**src/rtl/i2c_slave_ctrl_pkg.sv**
```systemverilog
// Shared types and constants for the I2C slave register controller.
package i2c_slave_ctrl_pkg;

    localparam int NUM_REGS   = 32;
    localparam int ADDR_WIDTH = 5;
    localparam int DATA_WIDTH = 8;
    localparam int RO_REGS    = 1;

    typedef enum logic [2:0] {
        IDLE,
        GET_POINTER,
        WRITE_DATA,
        READ_FETCH,
        READ_READY,
        READ_DONE
    } state_t;

    // Next register index, wrapping at the register count (a power of two).
    function automatic int unsigned ptr_next(input int unsigned ptr, input int unsigned num_regs);
        return (ptr + 1) % num_regs;
    endfunction

endpackage

```
**src/rtl/i2c_reg_pointer.sv**
```systemverilog
// Register pointer: loadable, auto-incrementing, wraps at NUM_REGS.
module i2c_reg_pointer
    import i2c_slave_ctrl_pkg::*;
#(
    parameter int NUM_REGS   = i2c_slave_ctrl_pkg::NUM_REGS,
    parameter int ADDR_WIDTH = i2c_slave_ctrl_pkg::ADDR_WIDTH
) (
    input  logic                  clk,
    input  logic                  reset,
    input  logic                  load,
    input  logic [ADDR_WIDTH-1:0] load_value,
    input  logic                  inc,
    output logic [ADDR_WIDTH-1:0] ptr
);

    always_ff @(posedge clk or negedge reset) begin
        if (!reset) begin
            ptr <= '0;
        end else if (load) begin
            ptr <= load_value;
        end else if (inc) begin
            ptr <= ADDR_WIDTH'(ptr_next(32'(ptr), NUM_REGS));
        end
    end

endmodule

```
**src/rtl/i2c_slave_register_controller.sv**
```systemverilog
// Maps byte-level I2C slave transactions onto a synchronous register RAM.
// Build option: define I2C_SLAVE_WRITE_PROTECT_EN to make registers 0..RO_REGS-1 read-only.
module i2c_slave_register_controller
    import i2c_slave_ctrl_pkg::*;
#(
    parameter int NUM_REGS   = i2c_slave_ctrl_pkg::NUM_REGS,
    parameter int ADDR_WIDTH = i2c_slave_ctrl_pkg::ADDR_WIDTH,
    parameter int DATA_WIDTH = i2c_slave_ctrl_pkg::DATA_WIDTH,
    parameter int RO_REGS    = i2c_slave_ctrl_pkg::RO_REGS
) (
    input  logic                  clk,
    input  logic                  reset,
    input  logic                  Slave_Start,
    input  logic                  Slave_Stop,
    input  logic                  Slave_AddrMatch,
    input  logic                  Slave_RW,
    input  logic                  Slave_RxValid,
    input  logic [DATA_WIDTH-1:0] Slave_RxData,
    input  logic                  Slave_TxReq,
    input  logic                  Slave_MasterNack,
    output logic [DATA_WIDTH-1:0] Slave_TxData,
    output logic                  Slave_TxValid,
    output logic [ADDR_WIDTH-1:0] RAM_RADD,
    input  logic [DATA_WIDTH-1:0] RAM_RDOUT,
    output logic [ADDR_WIDTH-1:0] RAM_WADD,
    output logic [DATA_WIDTH-1:0] RAM_DIN,
    output logic                  RAM_W,
    output logic [ADDR_WIDTH-1:0] Reg_Pointer,
    output logic                  Busy
);

`ifdef I2C_SLAVE_WRITE_PROTECT_EN
    localparam bit WRITE_PROTECT = 1'b1;
`else
    localparam bit WRITE_PROTECT = 1'b0;
`endif

    state_t state;
    logic   fetch_phase;
    logic   tx_pending;

    // Stop and Start outrank AddrMatch, which outranks every data event.
    logic abort, data_ok, serve, ptr_load, ptr_inc, writable;

    assign abort    = Slave_Stop || (Slave_Start && state != IDLE);
    assign data_ok  = !Slave_Stop && !Slave_Start && !Slave_AddrMatch;
    assign serve    = (state == READ_READY) && (Slave_TxReq || tx_pending)
                      && !Slave_MasterNack && data_ok;
    assign ptr_load = (state == GET_POINTER) && Slave_RxValid && data_ok;
    assign ptr_inc  = ((state == WRITE_DATA) && Slave_RxValid && data_ok) || serve;
    assign writable = !(WRITE_PROTECT && int'(Reg_Pointer) < RO_REGS);

    i2c_reg_pointer #(
        .NUM_REGS  (NUM_REGS),
        .ADDR_WIDTH(ADDR_WIDTH)
    ) u_reg_pointer (
        .clk       (clk),
        .reset     (reset),
        .load      (ptr_load),
        .load_value(Slave_RxData[ADDR_WIDTH-1:0]),
        .inc       (ptr_inc),
        .ptr       (Reg_Pointer)
    );

    always_ff @(posedge clk or negedge reset) begin
        if (!reset) begin
            state         <= IDLE;
            fetch_phase   <= 1'b0;
            tx_pending    <= 1'b0;
            Slave_TxData  <= '0;
            Slave_TxValid <= 1'b0;
            RAM_RADD      <= '0;
            RAM_WADD      <= '0;
            RAM_DIN       <= '0;
            RAM_W         <= 1'b0;
            Busy          <= 1'b0;
        end else begin
            // NOTE: strobes default low every cycle so each assertion is exactly one clock wide.
            RAM_W         <= 1'b0;
            Slave_TxValid <= 1'b0;
            if (abort) begin
                state      <= IDLE;
                Busy       <= 1'b0;
                tx_pending <= 1'b0;
            end else begin
                case (state)
                    IDLE: begin
                        if (Slave_AddrMatch) begin
                            Busy <= 1'b1;
                            if (Slave_RW) begin
                                state       <= READ_FETCH;
                                fetch_phase <= 1'b0;
                                tx_pending  <= 1'b0;
                                RAM_RADD    <= Reg_Pointer;
                            end else begin
                                state <= GET_POINTER;
                            end
                        end
                    end
                    GET_POINTER: begin
                        if (ptr_load) state <= WRITE_DATA;
                    end
                    WRITE_DATA: begin
                        if (ptr_inc) begin
                            RAM_WADD <= Reg_Pointer;
                            RAM_DIN  <= Slave_RxData;
                            RAM_W    <= writable;
                        end
                    end
                    READ_FETCH: begin
                        if (data_ok && Slave_MasterNack) begin
                            state      <= READ_DONE;
                            tx_pending <= 1'b0;
                        end else begin
                            if (data_ok && Slave_TxReq) tx_pending <= 1'b1;
                            // Phase 0 presents the address; phase 1 sees the RAM data.
                            fetch_phase <= ~fetch_phase;
                            if (fetch_phase) begin
                                Slave_TxData <= RAM_RDOUT;
                                state        <= READ_READY;
                            end
                        end
                    end
                    READ_READY: begin
                        if (data_ok && Slave_MasterNack) begin
                            state      <= READ_DONE;
                            tx_pending <= 1'b0;
                        end else if (serve) begin
                            Slave_TxValid <= 1'b1;
                            tx_pending    <= 1'b0;
                            RAM_RADD      <= ADDR_WIDTH'(ptr_next(32'(Reg_Pointer), NUM_REGS));
                            fetch_phase   <= 1'b0;
                            state         <= READ_FETCH;
                        end
                    end
                    READ_DONE: ;
                    default: begin
                        state <= IDLE;
                        Busy  <= 1'b0;
                    end
                endcase
            end
        end
    end

endmodule

```
**config.mk**
```make
export PLATFORM = sky130hd
export DESIGN_NAME = i2c_slave_register_controller
export DESIGN_NICKNAME = d
export VERILOG_FILES = /design/src/rtl/i2c_slave_ctrl_pkg.sv /design/src/rtl/i2c_reg_pointer.sv /design/src/rtl/i2c_slave_register_controller.sv
export SDC_FILE = /design/constraint.sdc
export NUM_CORES = 1
export LEC_CHECK = 0
export CAP_MARGIN = 20
export CORE_UTILIZATION = 40
export DETAILED_ROUTE_END_ITERATION = 8
export PLACE_DENSITY = 0.73
export SETUP_SLACK_MARGIN = 0.1
export SYNTH_ARGS = -nofsm -noshare
export SYNTH_HDL_FRONTEND = slang
export SYNTH_SLANG_ARGS = --single-unit
```
**constraint.sdc**
```tcl
create_clock -name clk -period 1.9 [get_ports clk]
set_clock_uncertainty 0.2 [all_clocks]
set_input_delay 0.38 -clock clk [delete_from_list [all_inputs] [get_ports clk]]
set_output_delay 0.38 -clock clk [all_outputs]
set_load 0.01 [all_outputs]
```
==> flow_summary.ini, run 1 <==
[setup_path]
startpoint_type = input port
path_buf_inv = 1
path_max_fanout = 6
cp-end-kind = flip-flop
cpLargestDelayFamily = simple AND/OR/NAND/NOR gates
critical_path_arrival_ns = 1.95
critPathSlowestCell = or4b_4
path_class = in -> reg
crit_chain = buf_6 -> or3_4 -> or4b_4 -> o21ai_4 -> nand3_4 -> mux2_4
worstPathRequired_ns = 1.87
critPathMaxStageDelay_ns = 0.54

[final_layout]
area_growth_pct = 78.3
diodes = 0
drive_above_1_share = 0.422
final_cells = 358
final_nets = 331

[logic_synthesis]
yosys-top-cells-area = dfrtp_1, mux2_2, nand2_1, nor2_1, mux2_1
ys_seq_area_frac = 0.503
ys_types = 48
synth_edf_count = 0
synthArstFlopShare = 1.00
synth_nets = 217
syn_area_sq_mm = 0.00194
ys.flop_type = dfrtp_1
synth_top_area_share = 0.503
ys_ff_latch = 39
yosys.area.top_type = dfrtp_1
syn_inst = 191
synth_commonest_cells = dfrtp_1, nand2_1, nor2_1
yosysWarnings = 0
yosysMostFrequentCell = dfrtp_1
synth_area_per_cell_sq_um = 10.2

[route]
drc = 0
totalWireLength_microns = 5770
dr_total_vias = 1947
avgViaCountPerCell = 5.44
final_antenna_net_count = 0
drtPass1Iterations = 5
wire_per_inst_microns = 16.1
drt_iter0_drc = 94

[placed_design]
place_congestion = 0.833
dp_hpwl_microns = 3570
place_worst_setup_slack_ns = -0.763
portBuffers = 58
dp_cells = 328

[power]
switching_power_w = 0.00131
power_frac_seq = 0.338
ir_drop_v = 0.000743
p_comb_frac = 0.514
power.clock.fraction = 0.148
powerDensity_mw_per_mm2 = 1060
p_leak_nw = 1.96
swShare = 0.356
internal-power_w = 0.00237

[clock_tree]
cts.sinks = 39
cts_root_buf = clkbuf_8
clk_pin_slew_worst_paths_ns = 0.08
cts_tree = done
cts_htree_levels = 2
clock_latency_ns = 0.29
numCtsBuffers = 5
clock_path_buffers = 2

[die]
ioPinCount = 59
start_util = 0.431
fp.dieH_microns = 71.7
rows = 24
die_w_microns = 71.7
dieArea_sq_mm = 0.00513
core_sq_mm = 0.00450

[global_routing]
track_usage = 0.218
busiest_layer = met2
grt_pass1_vias = 1907
met2_usage = 0.367
use_met1 = 0.268
grt_pass1_wl_microns = 8740
grt-ovfl-total = 0
antenna_found_initial = 0
grt_max_degree = 22
grt_use_met3 = 0.0647

[timing]
setup-violations-final = 10
setup_ws_ns = -0.0774
post-route-period-util = 1.04
rsz0062_at_grt = yes
slew_headroom = 0.706
hold_viol = 0
fmax_mhz = 506
finalMaxSlewViolations = 0
finalCriticalPeriod_ns = 1.98
worst_slew_pin_slew_ns = 0.440

[job]
maxCapViolations = 0

[worst_hold_path]
hold_path_class = in -> reg

[run_status]
violations = setup timing
status = finished, violations left
stage by stage:
step	util	hold WS (ns)	setup TNS [ns]	cell area [sq um]	power, W
after floorplan	-	-0.116	-5.20	1950	0.00192
after global placement	0.629	0.146	-18.85	2840	0.00271
after detailed placement	0.629	0.146	-20.80	2840	0.00274
after global routing	0.768	0.243	-1.64	3460	0.00389
final	0.768	0.239	-0.416	3460	0.00368
after CTS	0.711	0.263	-0.322	3200	0.00349
flip-flops by register name, indices dropped and copies added (netlist names):
| signal | cells |
|---|---|
| Slave_TxData | 8 |
| Busy | 1 |
| RAM_RADD | 5 |
| RAM_WADD | 5 |
| tx_pending | 1 |
| fetch_phase | 1 |
| Slave_TxValid | 1 |
| RAM_DIN | 8 |
| state | 3 |
| u_reg_pointer.ptr | 5 |
| RAM_W | 1 |
power by group through the flow:
stage               clock network [W]  registers [W]  logic (W)
floorplan                           0        0.00137   0.000550
global placement                    0        0.00126    0.00145
detailed placement                  0        0.00127    0.00147
CTS                          0.000556        0.00124    0.00169
global route                 0.000597        0.00128    0.00202
finish                       0.000545        0.00124    0.00189
per-layer routing:
metal | vias to the layer above | part of all wire
li1 | 902 | -
met1 | 947 | 0.41
met2 | 83 | 0.50
met3 | 15 | 0.072
met4 | 0 | 0.018
met5 | - | 0
what timing repair did:
action	in CTS	in global routing
setup buffers	9	12
gates resized for setup	69	52
endpoints found under the setup margin	40	57
pin swaps	19	12
hold buffers	1	0
endpoints found under the hold margin	18	0
layout make-up:
cell class / count / area, sq um
clock inverter: 2 / 12.5
fill: 274 / 1040
tap: 52 / 65.1
timing repair buffer: 115 / 1140
inverter: 1 / 3.75
multi-input combinational: 143 / 1180
clock buffer: 6 / 72.6
sequential: 39 / 980
worst paths after layout:
check | start | cells after the start | slack [ns] | endpoint
max in group asynchronous | reset | 3 | 0.67 | Busy$_DFFE_PN0P_
max | Slave_Start | 6 | -0.08 | RAM_RADD[1]$_DFFE_PN0P_
min | Slave_Stop | 3 | 0.24 | tx_pending$_DFFE_PN0P_
min reg2reg | RAM_DIN[1]$_DFFE_PN0P_ | 2 | 0.26 | RAM_DIN[1]$_DFFE_PN0P_
min in group asynchronous | reset | 2 | 0.36 | RAM_WADD[0]$_DFFE_PN0P_
max reg2reg | state[2]$_DFFE_PN0P_ | 6 | -0.08 | RAM_RADD[1]$_DFFE_PN0P_
layout by cell type, fill, tap and decap left out, types with 3 or more instances in the layout:
master and n:
dlymetal6s2s_1 23, o21ai_0 5, dfrtp_1 36, dfrtp_2 3, nor4b_4 3, clkbuf_8 5
or3_4 4, buf_4 38, nor2_1 8, buf_6 17, clkdlybuf4s50_1 27, a21oi_1 6
dlygate4sd2_1 4, nor3_1 4, nand2_1 35, mux2_2 4, nand3_1 3, mux2_4 14
nor2_2 5, nand2b_1 3
worst min-delay path, delay by kind of cell:
kind | cells | cell delay, ns
buffers and inverters | 2 | 0.26
AO/OA/AOI/OAI | 1 | 0.05
logic make-up (layout without fill, tap and decap cells):
group / after synthesis / after routing / share of synthesized area
buffers and inverters: 9 / 124 / 0.0226
AND/OR/NAND/NOR: 89 / 89 / 0.241
flip-flops: 39 / 39 / 0.503
XOR/XNOR: 4 / 4 / 0.0181
adder cells (fa/ha/maj): 1 / 1 / 0.00645
AO/OA/AOI/OAI: 31 / 31 / 0.103
multiplexers: 18 / 18 / 0.106
(Power assumes the default switching activity.)
==> inputs of run 2 (changes only) <==
Settings changed: SETUP_SLACK_MARGIN 0.1 to default, SKIP_CTS_REPAIR_TIMING from default to 1.
==> flow_summary.ini, run 2 (synthesized netlist as in run 1, its figures left out) <==
[run_status]
status = finished, violations left
violations = setup timing

[route]
final_antenna_net_count = 0
totalWireLength_microns = 5030
wire_per_inst_microns = 14.5
drc = 0
drtPass1Iterations = 4
drt_iter0_drc = 95
avgViaCountPerCell = 5.29
dr_total_vias = 1830

[die]
rows = 24
die_w_microns = 71.7
dieArea_sq_mm = 0.00513
ioPinCount = 59
core_sq_mm = 0.00450
start_util = 0.431
fp.dieH_microns = 71.7

[setup_path]
worstPathRequired_ns = 1.87
startpoint_type = input port
cp-end-kind = flip-flop
cpLargestDelayFamily = simple AND/OR/NAND/NOR gates
critPathSlowestCell = or4b_4
crit_chain = dlymetal6s2s_1 -> or3_4 -> or4b_4 -> o21ai_4 -> nand3_4 -> mux2_4
path_buf_inv = 1
critPathMaxStageDelay_ns = 0.54
path_max_fanout = 6
path_class = in -> reg
critical_path_arrival_ns = 1.95

[power]
swShare = 0.335
p_leak_nw = 1.50
powerDensity_mw_per_mm2 = 1130
switching_power_w = 0.00121
p_comb_frac = 0.479
ir_drop_v = 0.000637
power.clock.fraction = 0.170
internal-power_w = 0.00240
power_frac_seq = 0.351

[timing]
post-route-period-util = 1.04
tns_ns = -0.518
worst_slew_pin_slew_ns = 0.505
finalCriticalPeriod_ns = 1.98
slew_headroom = 0.663
holdWs_ns = 0.267
hold_viol = 0
setup_ws_ns = -0.0799
rsz0062_at_grt = yes
finalMaxSlewViolations = 0
fmax_mhz = 505
setup-violations-final = 9

[placed_design]
place_congestion = 0.833
portBuffers = 58
place_worst_setup_slack_ns = -0.772
dp_hpwl_microns = 3570

[clock_tree]
cts_htree_levels = 2
numCtsBuffers = 5
clock_latency_ns = 0.29
clock_path_buffers = 2
cts_tree = done
cts.sinks = 39
cts_root_buf = clkbuf_8
clk_pin_slew_worst_paths_ns = 0.08

[global_routing]
track_usage = 0.198
antenna_found_initial = 0
grt_pass1_wl_microns = 7940
grt-ovfl-total = 0
grt_max_degree = 23
grt_pass1_vias = 1772

[final_layout]
drive_above_1_share = 0.357
layout_common_cells = clkdlybuf4s50_1, dfrtp_1, nand2_1, buf_4, mux2_2
top_regs = RAM_DIN: 8 flops, Slave_TxData: 8 flops
diodes = 0
area_growth_pct = 64.7
final_common_cell = clkdlybuf4s50_1
final_nets = 319
fin_util = 0.709
fillers = 353

[job]
maxCapViolations = 0

[worst_hold_path]
hold_path_class = reg -> reg
-- run 2: changes by cell type in the layout (fill, tap and decap cells not counted), sizes merged --
cell / previous run / this run
dlymetal6s2s: 23 / 4
dlygate4sd2: 4 / 0
clkinv: 1 / 0
buf: 60 / 46
clkbuf: 6 / 8
clkdlybuf4s50: 27 / 51
-- run 2: cell type report --
class / instances / area [sq um] / share of cell area
inverter: 1 / 3.75 / 0.00117
multi-input combinational: 143 / 1080 / 0.338
clock inverter: 1 / 7.51 / 0.00235
timing repair buffer: 103 / 966 / 0.302
clock buffer: 7 / 96.3 / 0.0301
sequential: 39 / 978 / 0.306
tap: 52 / 65.1 / 0.0204
-- run 2: worst min-delay path, cell delays in order, from the launching register on --
cell,delay (ns)
dfrtp_1,0.34
nand2_1,0.05
nand2_1,0.05
-- run 2: path summary, 6_finish.rpt --
path                                        start                       to  slack [ns]  cells past startpoint
max reg2reg                  state[2]$_DFFE_PN0P_  RAM_RADD[1]$_DFFE_PN0P_       -0.06                      6
min                        RAM_DIN[6]$_DFFE_PN0P_   RAM_DIN[6]$_DFFE_PN0P_        0.27                      2
min reg2reg                RAM_DIN[6]$_DFFE_PN0P_   RAM_DIN[6]$_DFFE_PN0P_        0.27                      2
max                                   Slave_Start  RAM_RADD[1]$_DFFE_PN0P_       -0.08                      6
min in group asynchronous                   reset  RAM_WADD[0]$_DFFE_PN0P_        0.39                      2
max in group asynchronous                   reset  RAM_RADD[1]$_DFFE_PN0P_        0.56                      3
-- run 2: metal layers --
layer  track usage  vias to the layer above  share of wire  wire length, microns
li1              -                      885              -                     -
met1         0.259                      876           0.45                  2270
met2         0.325                       60           0.48                  2410
met3        0.0464                        9          0.059                   297
met4        0.0654                        0          0.012                    62
met5             0                        -              0                     0
-- run 2: metrics by stage --
stage          cell area [sq um]  total power [W]  std cells
2_1_floorplan               1950          0.00192        191
3_3_place_gp                2850          0.00272        332
3_5_place_dp                2850          0.00276        332
4_1_cts                     2950          0.00338        340
5_1_grt                     3200          0.00384        346
6_report                    3200          0.00361        346
-- run 2: power by group through the flow --
stage / sequential, W / clock, W / combinational, W
6_report: 0.00127 / 0.000613 / 0.00173
2_1_floorplan: 0.00137 / 0 / 0.000544
5_1_grt: 0.00130 / 0.000664 / 0.00187
3_3_place_gp: 0.00126 / 0 / 0.00146
3_5_place_dp: 0.00127 / 0 / 0.00149
4_1_cts: 0.00126 / 0.000630 / 0.00149
==> inputs of run 3 (changes only) <==
Settings changed: CORE_MARGIN from default to 10.
==> flow_summary.ini, run 3 (synthesized netlist as in run 1, its figures left out) <==
[final_layout]
diodes = 0
final_nets = 316
top_regs = RAM_DIN: 8 flops, Slave_TxData: 8 flops
final_common_cell = clkdlybuf4s50_1
area_growth_pct = 64.1
final_cells = 358
layout_common_cells = clkdlybuf4s50_1, nand2_1, dfrtp_1, buf_4, mux2_2
drive_above_1_share = 0.354
final_cell_area_sq_mm = 0.00318

[worst_hold_path]
whs_path_depth = 2
hold_path_class = reg -> reg

[route]
dr_total_vias = 1803
wire_per_inst_microns = 15.7
drtPass1Iterations = 4
drc = 0
final_antenna_net_count = 0
avgViaCountPerCell = 5.04
drt_iter0_drc = 79
totalWireLength_microns = 5620

[global_routing]
track_usage = 0.134
grt-ovfl-total = 0
grt_pass1_wl_microns = 8380
grt_pass1_vias = 1819
grt_max_degree = 22
antenna_found_initial = 0

[setup_path]
worstPathRequired_ns = 1.89
path_max_fanout = 4
r2r_cells = 6
cp-end-kind = flip-flop
startpoint_type = input port
critical_path_arrival_ns = 1.98
path_class = in -> reg

[clock_tree]
cts_htree_levels = 2
clock_path_buffers = 2
numCtsBuffers = 5
cts.sinks = 39
cts_root_buf = clkbuf_8
clk_pin_slew_worst_paths_ns = 0.08
cts_tree = done
clock_latency_ns = 0.29

[placed_design]
dp_hpwl_microns = 4120
place_area_sq_mm = 0.00287
place_congestion = 0.857
place_worst_setup_slack_ns = -0.751
dp_cells = 345
portBuffers = 58

[run_status]
violations = setup timing
status = finished, violations left

[job]
maxCapViolations = 0

[die]
core_sq_mm = 0.00472
rows = 25
dieArea_sq_mm = 0.00804
fp.dieH_microns = 89.7
start_util = 0.411
die_w_microns = 89.7
ioPinCount = 59

[power]
finalPower_w = 0.00356
p_leak_nw = 1.46
ir_drop_v = 0.000421
powerDensity_mw_per_mm2 = 1120

[timing]
setup-violations-final = 9
worst_slew_pin_slew_ns = 0.456
fmax_mhz = 502
setup_ws_ns = -0.0902
tns_ns = -0.557
finalMaxSlewViolations = 0
slew_headroom = 0.696
finalCriticalPeriod_ns = 1.99
rsz0062_at_grt = yes
post-route-period-util = 1.05
hold_viol = 0
run 3: through the flow:
stage          hold slack [ns]   util
5_1_grt                  0.261  0.674
4_1_cts                 -0.156  0.625
3_3_place_gp             0.149  0.607
2_1_floorplan           -0.116      -
3_5_place_dp             0.155  0.607
6_report                 0.264  0.674
run 3: power breakdown:
part / internal (W) / switching (W) / total, W
Clock: 0.000256 / 0.000288 / 0.000545
Sequential: 0.00108 / 0.000174 / 0.00125
Combinational: 0.000992 / 0.000769 / 0.00176
Total: 0.00233 / 0.00123 / 0.00356
run 3: per-layer routing:
layer	vias up	track usage	wire [microns]
li1	872	-	-
met1	879	0.154	2320
met2	48	0.226	2860
met3	4	0.0514	402
met4	0	0.0361	38
met5	-	0	0
run 3: worst max-delay path: stages:
cell	delay [ns]
buf_6	0.09
or3_4	0.38
buf_6	0.14
or4_4	0.50
a21oi_4	0.19
nor3_1	0.06
a211oi_1	0.24
run 3: layout make-up:
type | count | area, sq um
Fill cell | 347 | 1540
Inverter | 1 | 3.75
Multi-Input combinational cell | 143 | 1100
Timing Repair Buffer | 100 | 930
Clock inverter | 2 | 12.5
Clock buffer | 6 | 72.6
Tap cell | 67 | 83.8
Sequential cell | 39 | 980
run 3: worst paths after layout:
| path | from | endpoint | slack (ns) |
|---|---|---|---|
| max in group asynchronous | reset | state[2]$_DFFE_PN0P_ | 0.65 |
| setup reg to reg | state[1]$_DFFE_PN0P_ | u_reg_pointer.ptr[0]$_DFFE_PN0P_ | -0.07 |
| setup / recovery | Slave_AddrMatch | u_reg_pointer.ptr[0]$_DFFE_PN0P_ | -0.09 |
| hold reg to reg | RAM_DIN[1]$_DFFE_PN0P_ | RAM_DIN[1]$_DFFE_PN0P_ | 0.26 |
| hold / removal | RAM_DIN[1]$_DFFE_PN0P_ | RAM_DIN[1]$_DFFE_PN0P_ | 0.26 |
| min in group asynchronous | reset | u_reg_pointer.ptr[0]$_DFFE_PN0P_ | 0.37 |
